**src/rtl/xor_arbiter_pkg.sv**
```systemverilog
// ---------------------------------------------------------------------------
// xor_arbiter_pkg
// Shared definitions for the XOR arbiter slice:
//   - default requester count and operand width
//   - FSM state encoding (IDLE / EXEC / RESP)
// ---------------------------------------------------------------------------
package xor_arbiter_pkg;

    localparam int unsigned XOR_ARB_N_REQ_DEFAULT = 32'd4;
    localparam int unsigned XOR_ARB_WIDTH_DEFAULT = 32'd8;

    typedef enum logic [1:0] {
        IDLE = 2'b00,
        EXEC = 2'b01,
        RESP = 2'b10
    } arb_state_e;

endpackage

```
**src/rtl/xor_unit.sv**
```systemverilog
// ---------------------------------------------------------------------------
// xor_unit
// Shared combinational datapath of the arbiter: y = a ^ b.
// Ports:
//   a, b : WIDTH-bit operands
//   y    : WIDTH-bit result
// ---------------------------------------------------------------------------
module xor_unit
    import xor_arbiter_pkg::*;
#(
    parameter int unsigned WIDTH = XOR_ARB_WIDTH_DEFAULT
) (
    input  logic [WIDTH-1:0] a,
    input  logic [WIDTH-1:0] b,
    output logic [WIDTH-1:0] y
);

    assign y = a ^ b;

endmodule

```
**src/rtl/xor_arbiter.sv**
```systemverilog
// ---------------------------------------------------------------------------
// xor_arbiter
// Round-robin arbiter in front of a single shared XOR unit. One transaction
// is in flight at a time: IDLE (arbitrate/accept) -> EXEC (compute, one
// cycle) -> RESP (hold result until rsp_ready).
//
// Ports:
//   clk        : clock, rising edge
//   rst_n      : asynchronous active-low reset
//   req_valid  : per-requester request valid            [N_REQ]
//   req_a      : operand A, requester i at [i*WIDTH +: WIDTH]
//   req_b      : operand B, same packing as req_a
//   req_ready  : one-hot accept strobe (IDLE only)      [N_REQ]
//   rsp_valid  : result valid (RESP)
//   rsp_ready  : consumer ready
//   rsp_id     : index of the served requester
//   rsp_y      : A ^ B of the served requester
//   rsp_par    : even-parity bit of rsp_y
//
// Configuration:
//   XOR_ARBITER_PARITY_EN - when defined, rsp_par is the registered
//   reduction XOR of rsp_y; otherwise rsp_par is tied to 0.
// ---------------------------------------------------------------------------
module xor_arbiter
    import xor_arbiter_pkg::*;
#(
    parameter int unsigned N_REQ = XOR_ARB_N_REQ_DEFAULT,
    parameter int unsigned WIDTH = XOR_ARB_WIDTH_DEFAULT
) (
    input  logic                       clk,
    input  logic                       rst_n,
    input  logic [N_REQ-1:0]           req_valid,
    input  logic [N_REQ*WIDTH-1:0]     req_a,
    input  logic [N_REQ*WIDTH-1:0]     req_b,
    output logic [N_REQ-1:0]           req_ready,
    output logic                       rsp_valid,
    input  logic                       rsp_ready,
    output logic [$clog2(N_REQ)-1:0]   rsp_id,
    output logic [WIDTH-1:0]           rsp_y,
    output logic                       rsp_par
);

    localparam int unsigned     ID_W    = $clog2(N_REQ);
    localparam logic [ID_W-1:0] LAST_ID = ID_W'(N_REQ - 32'd1);

    arb_state_e       state_r;
    arb_state_e       state_nxt_s;
    logic [ID_W-1:0]  rr_ptr_r;
    logic [ID_W-1:0]  id_r;
    logic [ID_W-1:0]  winner_id_s;
    logic             winner_found_s;
    logic             accept_s;
    logic             complete_s;
    logic [WIDTH-1:0] a_r;
    logic [WIDTH-1:0] b_r;
    logic [WIDTH-1:0] xor_y_s;
    logic [WIDTH-1:0] rsp_y_r;

    // Round-robin search: first valid requester at or above rr_ptr, wrapping.
    always_comb begin
        logic [ID_W-1:0] idx_v;
        idx_v          = {ID_W{1'b0}};
        winner_found_s = 1'b0;
        winner_id_s    = {ID_W{1'b0}};
        for (int unsigned k = 32'd0; k < N_REQ; k++) begin
            idx_v = ID_W'((32'(rr_ptr_r) + k) % N_REQ);
            if (!winner_found_s && req_valid[idx_v]) begin
                winner_found_s = 1'b1;
                winner_id_s    = idx_v;
            end else begin
                winner_found_s = winner_found_s;
            end
        end
    end

    assign accept_s   = (state_r == IDLE) && winner_found_s;
    assign complete_s = (state_r == RESP) && rsp_ready;

    // FSM state register.
    always_ff @(posedge clk or negedge rst_n) begin
        if (!rst_n) begin
            state_r <= IDLE;
        end else begin
            state_r <= state_nxt_s;
        end
    end

    // FSM next-state logic.
    always_comb begin
        state_nxt_s = state_r;
        case (state_r)
            IDLE: begin
                if (winner_found_s) begin
                    state_nxt_s = EXEC;
                end else begin
                    state_nxt_s = IDLE;
                end
            end
            EXEC: state_nxt_s = RESP;
            RESP: begin
                if (rsp_ready) begin
                    state_nxt_s = IDLE;
                end else begin
                    state_nxt_s = RESP;
                end
            end
            default: state_nxt_s = IDLE;
        endcase
    end

    // FSM outputs; req_ready is gated by rst_n so it stays low during reset.
    always_comb begin
        req_ready = {N_REQ{1'b0}};
        rsp_valid = 1'b0;
        if (rst_n && accept_s) begin
            req_ready[winner_id_s] = 1'b1;
        end else begin
            req_ready = {N_REQ{1'b0}};
        end
        if (state_r == RESP) begin
            rsp_valid = 1'b1;
        end else begin
            rsp_valid = 1'b0;
        end
    end

    // Operand/index capture at accept and round-robin pointer advance at completion.
    always_ff @(posedge clk or negedge rst_n) begin
        if (!rst_n) begin
            a_r      <= {WIDTH{1'b0}};
            b_r      <= {WIDTH{1'b0}};
            id_r     <= {ID_W{1'b0}};
            rr_ptr_r <= {ID_W{1'b0}};
        end else begin
            if (accept_s) begin
                a_r  <= req_a[32'(winner_id_s) * WIDTH +: WIDTH];
                b_r  <= req_b[32'(winner_id_s) * WIDTH +: WIDTH];
                id_r <= winner_id_s;
            end
            if (complete_s) begin
                // The served requester is searched last next time.
                rr_ptr_r <= (id_r == LAST_ID) ? {ID_W{1'b0}} : id_r + 1'b1;
            end
        end
    end

    xor_unit #(
        .WIDTH (WIDTH)
    ) u_xor_unit (
        .a (a_r),
        .b (b_r),
        .y (xor_y_s)
    );

    // Result register, loaded during the single EXEC cycle.
    always_ff @(posedge clk or negedge rst_n) begin
        if (!rst_n) begin
            rsp_y_r <= {WIDTH{1'b0}};
        end else if (state_r == EXEC) begin
            rsp_y_r <= xor_y_s;
        end else begin
            rsp_y_r <= rsp_y_r;
        end
    end

    assign rsp_id = id_r;
    assign rsp_y  = rsp_y_r;

`ifdef XOR_ARBITER_PARITY_EN
    logic rsp_par_r;

    function automatic logic even_parity(input logic [WIDTH-1:0] data);
        return ^data;
    endfunction

    // Parity register, loaded alongside rsp_y.
    always_ff @(posedge clk or negedge rst_n) begin
        if (!rst_n) begin
            rsp_par_r <= 1'b0;
        end else if (state_r == EXEC) begin
            rsp_par_r <= even_parity(xor_y_s);
        end else begin
            rsp_par_r <= rsp_par_r;
        end
    end

    assign rsp_par = rsp_par_r;
`else
    assign rsp_par = 1'b0;
`endif

endmodule

```
**config.mk**
```make
export PLATFORM = sky130hd
export DESIGN_NAME = xor_arbiter
export DESIGN_NICKNAME = d
export VERILOG_FILES = /design/src/rtl/xor_arbiter_pkg.sv /design/src/rtl/xor_unit.sv /design/src/rtl/xor_arbiter.sv
export SDC_FILE = /design/constraint.sdc
export NUM_CORES = 1
export LEC_CHECK = 0
export BUFFER_PORTS_ARGS = -buffer_cell sky130_fd_sc_hd__buf_2
export CAP_MARGIN = 20
export CORE_MARGIN = 5
export CORE_UTILIZATION = 30
export CTS_BUF_LIST = sky130_fd_sc_hd__clkbuf_8
export DETAILED_ROUTE_END_ITERATION = 7
export GPL_ROUTABILITY_DRIVEN = 0
export PLACE_DENSITY = 0.54
export SYNTH_ARGS = -nofsm -noshare
export SYNTH_HDL_FRONTEND = slang
export SYNTH_SLANG_ARGS = --single-unit
```
**constraint.sdc**
```tcl
create_clock -name clk -period 1.8 [get_ports clk]
set_clock_uncertainty 0.2 [all_clocks]
set_input_delay 0.18 -clock clk [delete_from_list [all_inputs] [get_ports clk]]
set_output_delay 0.18 -clock clk [all_outputs]
set_load 0.01 [all_outputs]
```
==> impl_metrics.yaml <==
clock_network:
  insertion_delay_ps: 280
  cts_tree: "built"
  cts.sinks: 30
  clk_pin_slew_ps: 70
  clockBufferDepth: 2
  numCtsBuffers: 5
  h-tree-depth: 2
  clockRootBuffer: "clkbuf_8"
layout:
  fin_area_mm2: 0.00311
  drive_gt1_share_pct: 47.5
  final_cells: 412
  syn_to_final_growth_pct: 56.8
  diodes: 0
  layout.nets: 406
  fin_util_pct: 48.7
critical_path:
  critPathCaptureType: "flip-flop"
  crit_chain: "buf_6 > mux2i_1 > nor2_1 > a311oi_4 > buf_12 > mux2i_2 > o22ai_2"
  cp.required_ps: 1750
  reg2reg_to: "a_r[1]"
  r2r_cells: 7
  crit_type: "reg -> reg"
  slowest_stage: "dfrtp_2"
  cp_data_arrival_time_ps: 1900
  critical-path-max-stage-delay_ps: 430
  worst-path-buf-inv: 2
  crit_path_start_kind: "flip-flop"
  rr_startpoint: "rr_ptr_r[1]"
  crit_path_max_fanout: 12
  ff2ff_setup_slack_ps: -150
  crit_family: "multiplexers"
logic_synthesis:
  synthSimpleGateAreaFrac_pct: 10.0
  yosysSeqAreaShare_pct: 37.9
  syn_area_per_cell_um2: 9.76
  ys.warnings.count: 0
  synth_flop_cell: "dfrtp_1"
  synth_fa_ha_area_share_pct: 0.631
  synth_area_mm2: 0.00198
  synth_seq_cells: 30
  synth_cell_types: 36
  synth_top_family_by_area: "compound AO/OA/AOI/OAI gates"
  synth.net_count: 275
  synth_mux_area_share_pct: 9.15
  syn_inst: 203
  synth_edf_count: 0
  async_flop_share_pct: 100
  synth-xor-area-share_pct: 3.54
  synth_compound_area_share_pct: 30.1
route:
  drt_wl_total_mm: 6.30
  drtIter0Drc: 54
  routedWlPerCell_um: 15.3
  dr.pass1.iters: 4
  vias_per_cell: 4.85
  antenna_left: 0
  via_count: 1998
  drc: 0
floorplanning:
  die_area_mm2: 0.00833
  die_x_um: 91.3
  core_area_mm2: 0.00639
  num_io_pins: 87
  start_util_pct: 31.0
  die_h_um: 91.3
  num_rows: 29
grt:
  grt.overflow.total: 0
  grt_pass1_wl_mm: 10.4
  grt_use_total_pct: 15.3
  grt_antenna_before_repair: 0
  grt_max_degree: 21
  grt_pass1_vias: 2143
sta:
  rsz0062_at_grt: "yes"
  min_period_over_period_pct: 108
  hold_slack_ps: -3.40
  worst_slack_ps: -150
  final_hold_viol_count: 1
  slew_headroom_pct: 60.0
  fin_crit_ps: 1950
  worstMarginPinSlew_ps: 600
  maxSlewViolCount: 0
  setup_viol: 19
  fmax_mhz: 513
worst_hold_path:
  hold_depth: 3
  min_from: "req_b[25]"
  hold_class: "in -> reg"
  whs_endpoint: "b_r[1]"
status:
  outcome: "finished with violations"
  violations: "hold timing, setup timing"
place:
  placed_area_mm2: 0.00254
  port_buffers: 85
  hpwlAfterDp_mm: 4.57
  place_inst: 366
power_and_ir_drop:
  p_per_area_mw_per_mm2: 1580
  p_leak_nw: 1.46
  ir_drop_mv: 0.751
flow_run:
  timing.max_cap.violations: 0
placed cells by master, fill, tap and decap left out, types with 2 or more instances in the layout:
cell type / instances
a21oi_1: 3
a21oi_2: 3
a221oi_1: 6
a221oi_2: 10
buf_12: 2
buf_2: 84
buf_4: 25
buf_6: 4
bufinv_16: 2
clkbuf_8: 6
dfrtp_1: 28
dfrtp_2: 2
dlygate4sd3_1: 28
inv_1: 3
inv_2: 2
mux2i_1: 14
mux2i_2: 3
nand2_1: 16
nand2_2: 2
nand2b_1: 2
nor2_1: 23
o21ai_0: 24
o21ai_1: 2
o22ai_1: 8
o22ai_2: 9
xnor2_1: 8
synthesized netlist by cell type (all sizes together) (2+ instances only):
master  number  share of area (%)
inv          5               0.95
clkbuf       2               0.38
o22ai       17                8.2
dfrtp       30                 38
buf         17                7.1
nand2b       3               0.95
xnor2        8                3.5
a221oi      16                9.9
nand2       18                3.4
a21oi        6                1.5
mux2i       17                8.6
o21ai       26                6.6
nor2        23                4.4
per-stage QoR:
step                setup WS, ps  hold WS (ps)  total power [mW]  setup TNS, ps
finish                      -150         -3.40              4.91          -1880
global route                -243         0.580              5.30          -3410
CTS                         -126          1.80              4.91          -1780
detailed placement          -160          -105              3.79          -1830
global placement            -141          -106              3.74          -1410
floorplan                 -0.874          -316              3.05          -7.86
cell type report:
type	count	area, um^2
Clock buffer	6	82.6
Timing Repair Buffer	143	973
Multi-Input combinational cell	149	1120
Tap cell	77	96.3
Inverter	5	18.8
Sequential cell	30	753
Clock inverter	2	60.1
Fill cell	615	3280
state kept, by name (all words and copies together), names as in the netlist:
name / cells
state_r: 2
a_r: 8
rsp_y: 8
rsp_id: 2
b_r: 8
rr_ptr_r: 2
worst max path at each step:
stage                         to  cells past startpoint  slack [ps]        start
final                     a_r[1]                      7        -150  rr_ptr_r[1]
after floorplan           a_r[1]                      8        -0.9  rr_ptr_r[1]
after global routing      a_r[1]                      7        -240  rr_ptr_r[1]
after global placement    a_r[5]                      6        -140  rr_ptr_r[1]
after detailed placement  a_r[1]                      6        -160  rr_ptr_r[1]
after CTS                 a_r[1]                      7        -130  rr_ptr_r[1]
metal layers:
layer / wire [um] / track usage (%)
met5: 0 / 0
met4: 78 / 3.67
met3: 296 / 3.64
met2: 3180 / 26.7
met1: 2740 / 19.0
tightest hold or removal path, cell delays in order:
cell and delay, ps:
buf_2 80, mux2i_1 60, o22ai_1 110
where the power goes:
part           internal, mW  leakage [nW]  switching, mW  total (mW)
combinational          1.41          1.04           1.31        2.73
clock                 0.590        0.0714          0.262       0.853
sequential             1.02         0.348          0.303        1.33
kinds of logic (layout without fill, tap and decap cells):
family / count (synthesis) / after routing
compound gates: 73 / 73
xor+xnor: 8 / 8
fa+ha+maj: 1 / 1
buf+inv: 24 / 156
flops: 30 / 30
mux: 18 / 18
other cells: 1 / 1
simple gates: 48 / 48
repair_timing:
item	4_1_cts	5_1_grt
hold buffers	28	0
resized for setup	14	4
setup endpoints to repair	20	20
endpoints found under the hold margin	44	0
pin swaps	5	4
setup buffers	9	1
Note: power is estimated with default switching activity, not from simulation.
